`src/rtl/video_bus_pkg.sv`:
```
// Shared types for the video fetch bus: arbiter FSM states, fetch-channel index
// and the default burst length.
package video_bus_pkg;

  typedef enum logic [1:0] {
    ST_IDLE = 2'd0,
    ST_REQ  = 2'd1,
    ST_DATA = 2'd2,
    ST_TURN = 2'd3
  } bus_state_t;

  typedef enum logic {
    CH0 = 1'b0,
    CH1 = 1'b1
  } fetch_ch_t;

  localparam int BURST_LEN_DEFAULT = 4;

endpackage

```
`src/rtl/rr_arbiter2.sv`:
```
// Two-way request arbiter: round-robin on the last served channel, or fixed
// priority to ch0 when FIXED_PRIO is set.
module rr_arbiter2
  import video_bus_pkg::*;
#(
  parameter bit FIXED_PRIO = 1'b0
) (
  input  logic       clk,
  input  logic       reset,
  input  logic [1:0] i_req,
  input  logic       i_take,
  output logic       o_valid,
  output fetch_ch_t  o_grant
);

  fetch_ch_t r_last;
  fetch_ch_t w_grant;

  // Tie-break goes to the channel that was not served last.
  always_comb begin
    w_grant = CH0;
    if (i_req == 2'b11) begin
      if (FIXED_PRIO) begin
        w_grant = CH0;
      end else begin
        w_grant = (r_last == CH0) ? CH1 : CH0;
      end
    end else if (i_req[1]) begin
      w_grant = CH1;
    end else begin
      w_grant = CH0;
    end
  end

  // Last-served pointer; reset value makes ch0 the first preferred channel.
  always_ff @(posedge clk) begin
    if (reset) begin
      r_last <= CH1;
    end else if (i_take && o_valid) begin
      r_last <= w_grant;
    end
  end

  assign o_valid = |i_req;
  assign o_grant = w_grant;

endmodule

```
`src/rtl/ica_burst_arbiter.sv`:
```
// Arbitrates the two ICA/DCA fetch channels onto one linear-burst memory port
// and streams each burst back to the granted channel, closing with bus_ack.
module ica_burst_arbiter
  import video_bus_pkg::*;
#(
  parameter int BURST_LEN  = BURST_LEN_DEFAULT,
  parameter bit FIXED_PRIO = 1'b0
) (
  input  logic        clk,
  input  logic        reset,
  input  logic        ch0_as,
  input  logic [21:0] ch0_address,
  output logic        ch0_burstdata_valid,
  output logic        ch0_bus_ack,
  output logic [15:0] ch0_din,
  input  logic        ch1_as,
  input  logic [21:0] ch1_address,
  output logic        ch1_burstdata_valid,
  output logic        ch1_bus_ack,
  output logic [15:0] ch1_din,
  output logic        mem_req,
  output logic [20:0] mem_addr,
  input  logic        mem_ack,
  input  logic [15:0] mem_rdata,
  input  logic        mem_rvalid
);

  localparam int            CW       = $clog2(BURST_LEN);
  localparam logic [CW-1:0] LAST_IDX = CW'(BURST_LEN - 1);

  bus_state_t    r_state;
  bus_state_t    w_state_nxt;
  fetch_ch_t     r_grant;
  fetch_ch_t     w_arb_grant;
  logic          w_arb_valid;
  logic          w_take;
  logic          w_last;
  logic [CW-1:0] r_cnt;
  logic          r_mem_req;
  logic [20:0]   r_mem_addr;
  logic [20:0]   w_sel_addr;
  logic [15:0]   r_ch0_din;
  logic [15:0]   r_ch1_din;
  logic          r_ch0_valid;
  logic          r_ch0_ack;
  logic          r_ch1_valid;
  logic          r_ch1_ack;
  logic          w_unused_addr_lsb;

  rr_arbiter2 #(
    .FIXED_PRIO(FIXED_PRIO)
  ) u_arb (
    .clk    (clk),
    .reset  (reset),
    .i_req  ({ch1_as, ch0_as}),
    .i_take (w_take),
    .o_valid(w_arb_valid),
    .o_grant(w_arb_grant)
  );

  assign w_last            = (r_cnt == LAST_IDX);
  assign w_sel_addr        = (w_arb_grant == CH1) ? ch1_address[21:1] : ch0_address[21:1];
  assign w_unused_addr_lsb = ch0_address[0] ^ ch1_address[0];

  // Next-state logic; TURN gives requesters one cycle to update as/address.
  always_comb begin
    w_state_nxt = r_state;
    w_take      = 1'b0;
    case (r_state)
      ST_IDLE: begin
        if (w_arb_valid) begin
          w_state_nxt = ST_REQ;
          w_take      = 1'b1;
        end else begin
          w_state_nxt = ST_IDLE;
        end
      end
      ST_REQ: begin
        if (mem_ack) begin
          w_state_nxt = ST_DATA;
        end else begin
          w_state_nxt = ST_REQ;
        end
      end
      ST_DATA: begin
        if (mem_rvalid && w_last) begin
          w_state_nxt = ST_TURN;
        end else begin
          w_state_nxt = ST_DATA;
        end
      end
      ST_TURN: w_state_nxt = ST_IDLE;
      default: w_state_nxt = ST_IDLE;
    endcase
  end

  // State register.
  always_ff @(posedge clk) begin
    if (reset) begin
      r_state <= ST_IDLE;
    end else begin
      r_state <= w_state_nxt;
    end
  end

  // Request, counter and per-channel return path; valid/ack are single pulses.
  always_ff @(posedge clk) begin
    if (reset) begin
      r_grant     <= CH0;
      r_cnt       <= '0;
      r_mem_req   <= 1'b0;
      r_mem_addr  <= 21'd0;
      r_ch0_din   <= 16'd0;
      r_ch1_din   <= 16'd0;
      r_ch0_valid <= 1'b0;
      r_ch0_ack   <= 1'b0;
      r_ch1_valid <= 1'b0;
      r_ch1_ack   <= 1'b0;
    end else begin
      r_ch0_valid <= 1'b0;
      r_ch0_ack   <= 1'b0;
      r_ch1_valid <= 1'b0;
      r_ch1_ack   <= 1'b0;
      case (r_state)
        ST_IDLE: begin
          if (w_take) begin
            r_grant    <= w_arb_grant;
            r_mem_addr <= w_sel_addr;
            r_mem_req  <= 1'b1;
          end
        end
        ST_REQ: begin
          if (mem_ack) begin
            r_mem_req <= 1'b0;
            r_cnt     <= '0;
          end
        end
        ST_DATA: begin
          if (mem_rvalid) begin
            r_cnt <= r_cnt + CW'(1);
            if (r_grant == CH1) begin
              r_ch1_din   <= mem_rdata;
              r_ch1_valid <= 1'b1;
              r_ch1_ack   <= w_last;
            end else begin
              r_ch0_din   <= mem_rdata;
              r_ch0_valid <= 1'b1;
              r_ch0_ack   <= w_last;
            end
          end
        end
        default: begin
        end
      endcase
    end
  end

  assign mem_req             = r_mem_req;
  assign mem_addr            = r_mem_addr;
  assign ch0_din             = r_ch0_din;
  assign ch0_burstdata_valid = r_ch0_valid;
  assign ch0_bus_ack         = r_ch0_ack;
  assign ch1_din             = r_ch1_din;
  assign ch1_burstdata_valid = r_ch1_valid;
  assign ch1_bus_ack         = r_ch1_ack;

endmodule

```
`config.mk`:
```
export PLATFORM = sky130hd
export DESIGN_NAME = ica_burst_arbiter
export DESIGN_NICKNAME = d
export VERILOG_FILES = /design/src/rtl/video_bus_pkg.sv /design/src/rtl/rr_arbiter2.sv /design/src/rtl/ica_burst_arbiter.sv
export SDC_FILE = /design/constraint.sdc
export NUM_CORES = 1
export LEC_CHECK = 0
export ABC_AREA = 1
export CAP_MARGIN = 20
export CORE_MARGIN = 8
export CORE_UTILIZATION = 43
export CTS_BUF_LIST = sky130_fd_sc_hd__clkbuf_16
export DETAILED_ROUTE_END_ITERATION = 10
export HOLD_SLACK_MARGIN = 0.03
export PLACE_DENSITY_LB_ADDON = 0.12
export SYNTH_ARGS = -nofsm -noshare
export SYNTH_HDL_FRONTEND = slang
export SYNTH_SLANG_ARGS = --single-unit
```
`constraint.sdc`:
```
create_clock -name clk -period 1.3 [get_ports clk]
set_input_delay 0.26 -clock clk [delete_from_list [all_inputs] [get_ports clk]]
set_output_delay 0.26 -clock clk [all_outputs]
set_load 0.02 [all_outputs]
```
==> Word-level counts from Yosys, hierarchy flattened <==
Index checks and enable logic that the tools add are counted.
{ "op_classes": {"n_bitwise": 3, "muxes": 18, "n_eq_ne": 8, "n_reduce_logical": 14, "add_sub_neg": 1} }
{ "op_table": {"columns": ["op", "n"], "rows": [
  ["$mux 21", 1],
  ["$reduce_and 3->1", 4],
  ["$mux 1", 11],
  ["$eq 2x2->1 const B", 4],
  ["$pmux 2 s4", 1],
  ["$reduce_or 4->1", 2],
  ["$mux 2", 3],
  ["$ne 2x2->1 const B", 2],
  ["$pmux 2 s2", 1],
  ["$reduce_bool 2->1", 2],
  ["$not 1->1", 3],
  ["$reduce_or 3->1", 1],
  ["$add 2x1->2 const B", 1],
  ["$eq 2x1->1 const B", 1],
  ["$logic_and 1x1->1", 2],
  ["$logic_not 2->1", 1],
  ["$ne 2x1->1 const B", 1],
  ["$pmux 1 s2", 1],
  ["$reduce_and 2->1", 1],
  ["$reduce_or 2->1", 1]
]} }
{ "totals": {"elab_cells": 56, "regBits": 64} }

==> Logic depth before layout (Yosys ltp) <==
{ "logic_depth": {"ltp_word": 5, "mapped_depth": 7, "depth_no_buf": 6} }

==> Cells and area by module <==
A second synthesis with hierarchy kept.
{ "hier_totals": {"hier_cells": 450, "hier_area_um2": 2880.3} }
{ "by_module_without_submodules": {"columns": ["mod", "seq_area_each_um2", "area_each_um2", "cells_per_inst", "n_inst"], "rows": [
  ["ica_burst_arbiter", 1261.2, 2820.2, 441, 1],
  ["rr_arbiter2", 20.0, 60.1, 9, 1]
]} }

==> Worst setup path before layout <==
No wires, ideal clock.
{ "synth_path": {"path_kind": "register -> register", "from": "reg r_grant", "to": "reg r_ch1_din[0] (netlist: ch1_din[0])", "period_less_slack_ns": 1.167, "arrival_time_ns": 1.054, "required_time_ns": 1.187, "path_stages_with_launch": 7, "slack_ns": 0.133, "cell_sequence": "dfxtp_1 -> nand2_1 -> nor2_8 -> inv_4 -> buf_6 -> nor2_2 -> nor2_1"} }
{ "synth_via": {"elab_chain_len": 1} }
{ "synth_lines": {"columns": ["item", "line", "rtl"], "rows": [
  ["start: declaration", "ica_burst_arbiter.sv:33", "fetch_ch_t r_grant;"],
  ["start signal: assignment", "ica_burst_arbiter.sv:127", "r_grant <= w_arb_grant;"],
  ["$reduce_and 3->1 (no source line)", null, null],
  ["end signal: assignment", "ica_burst_arbiter.sv:142", "r_ch1_din <= mem_rdata;"],
  ["end: declaration", "ica_burst_arbiter.sv:43", "logic [15:0] r_ch1_din;"]
]} }
Every way passes these cells.
A chain may end at the register's enable or synchronous reset.

==> Worst setup path after layout <==
{ "layout_path": {"from": "reg r_ch1_din[14] (netlist: ch1_din[14])", "to": "out ch1_din[14]"} }
{ "layout_lines": {"columns": ["item", "line", "rtl"], "rows": [
  ["end: declaration", "ica_burst_arbiter.sv:20", "output logic [15:0] ch1_din,"]
]} }
No word-level cell between the ends.

==> out/metrics.csv <==
metric;value;unit
drc_errors;0;
leakage;2.38;nW
fmax;0.796;GHz
post-synth-top-area-fraction;43.7;%
crit_required;1.04;ns
p_total;5.64;mW
ant_nets;0;
die_area;9720;um^2
drt_wl_total;7.97;mm
fin_crit;1.26;ns
port_buffers;121;
ys_warn_count;0;
swShare;27.1;%
r2r-start;r_grant;
dp_hpwl;5.88;mm
clock-root-buffer;clkbuf_16;
worst_hold_path_type;reg2reg;
critPathBufInv;1;
status;finished, final reports clean;
dr.pass1.iters;4;
die_w;98.6;um
worstMarginPinSlew;0.247;ns
min_from;mem_req;
p_seq_share;38.3;%
antenna_found_initial;0;
cpPeakStageDelay;0.35;ns
peakVddDrop;0.733;mV
syn-cell-area;2930;um^2
grt_setup_unrepaired;no;
power_frac_comb;20.9;%
yosysSeqAreaShare;43.7;%
crit_family;buffers and inverters;
viasPerCell;4.44;
syn2layout_area_growth;56.1;%
grt_overflow;0;
die_h;98.6;um
clock_latency;0.32;ns
p_sw;1.53;mW
maxCapViolCount;0;
synth.area.top_cells;dfxtp_1, nor2_1, nand2_1;
htree_levels;3;
critPathKind;reg2out;
crit_path_start;ch1_din[14];
io_pins;124;
cts_made_buffers;9;
hold_viol_final;0;
drt_first_iter_violations;80;
slew_violations;0;
row_count;30;
cts.path.max_buffers;2;
crit_path_end_kind;output port;
num_vias;2899;
drive_gt1_share;9.08;%
grt_pass1_vias;2782;
synth_area_leader_cell;dfxtp_1;
grt_first_pass_wirelength;13.3;mm
setup_viol;0;
path_cells;dlygate4sd2_1;
syn_area_per_cell;6.66;um^2
slew_headroom;83.5;%
power.share.clock;40.8;%
cts_hold_buffers;0;
placed_cells;637;
period_share;96.6;%
critical_path_peak_fanout;2;
startpoint_type;flop;
clk_pin_slew;0.05;ns
routedWlPerCell;12.2;um
fp.coreArea;6680;um^2
tritoncts;yes;
synth_seq_cells;64;
routabilityCongestion;0.769;
syn-num-nets;507;
synth_cell_type_count;24;
n_antenna_cell;0;
power.internal;4.11;mW
grt_max_degree;33;
clock_sinks;64;
nets;635;
fin_tns_setup;0;ns
synthCells;440;
arrival;1.00;ns
worst_path_max_delay_cell;dlygate4sd2_1;
grt_usage;16.7;%
initial_utilization;43.9;%
fin_skew;0.00750;ns
powerDensity;1230;nW/um^2
stdcell_count;653;
==> cell families after synthesis <==
group | after synthesis | share of synthesized area [%]
simple gates | 279 | 41.1
buf+inv | 75 | 11.2
flops | 64 | 43.7
compound gates | 21 | 3.59
fa+ha+maj | 1 | 0.427
==> Yosys cell counts, drive strengths merged <==
cell / count
nor2: 139
nand3: 4
nand3b: 19
dfxtp: 64
inv: 55
nand2: 114
a21oi: 5
nor3: 2
o21ai: 16
ha: 1
clkbuf: 4
buf: 16
nand4: 1
==> metal layers <==
metal | GRT usage [%] | wire length, um
met4 | 6.38 | 82
met3 | 6.20 | 595
met5 | 0 | 0
met2 | 27.8 | 3630
met1 | 18.9 | 3660
==> power groups by stage <==
stage	clock network, mW	registers [mW]	logic (mW)
after floorplan	0	2.34	0.504
after global placement	0	2.20	1.23
after detailed placement	0	2.20	1.25
after CTS	2.36	2.16	1.18
after global routing	2.46	2.18	1.30
final	2.30	2.16	1.18
==> layout by cell type (no fill, tap or decap), drive strengths merged, types with 2 or more instances in the layout <==
| cell type | Yosys | final |
|---|---|---|
| a21oi | 5 | 5 |
| buf | 16 | 16 |
| clkbuf | 4 | 10 |
| clkdlybuf4s15 | 0 | 9 |
| clkdlybuf4s50 | 0 | 63 |
| clkinv | 0 | 4 |
| dfxtp | 64 | 64 |
| dlygate4sd2 | 0 | 48 |
| inv | 55 | 56 |
| nand2 | 114 | 114 |
| nand3 | 4 | 4 |
| nand3b | 19 | 19 |
| nor2 | 139 | 139 |
| nor3 | 2 | 2 |
| o21ai | 16 | 16 |
==> worst paths after layout <==
| path | end | cells after the start | slack [ns] |
|---|---|---|---|
| min | mem_req | 2 | 0.46 |
| max reg2reg | ch1_din[13] | 5 | 0.10 |
| max | ch1_din[14] | 1 | 0.04 |
| min reg2reg | mem_req | 2 | 0.46 |
==> area by class of cell <==
type	instances	area, um^2
multi-input cells	301	1330
flip-flops and latches	64	1280
well taps	80	100
fillers	614	2100
clock inverters	7	63.8
inverters	55	211
repair buffers	137	1370
clock buffers	9	225
==> repair_timing <==
item                       CTS  global route
setup endpoints to repair   58            25
setup buffers                0             0
resized for setup           58            15
==> state kept, by name, summed over array words and instances (netlist names), named ones only <==
name	flops
ch1_din	16
ch0_bus_ack	1
ch0_din	16
r_grant	1
r_state	1
u_arb.r_last	1
ch1_burstdata_valid	1
r_cnt	2
mem_req	1
mem_addr	21
ch0_burstdata_valid	1
ch1_bus_ack	1
==> per-stage QoR <==
step | setup slack (ns) | hold slack (ns) | utilization, % | instance area [um^2]
3_3_place_gp | -0.215 | 0.451 | 65.0 | 4340
2_1_floorplan | 0.133 | 0.388 | - | 2930
3_5_place_dp | -0.235 | 0.452 | 65.0 | 4340
6_report | 0.0438 | 0.456 | 68.5 | 4580
5_1_grt | 0.00124 | 0.471 | 68.5 | 4580
4_1_cts | 0.0114 | 0.457 | 68.3 | 4560
No activity file was read; power rests on OpenSTA's default activity.
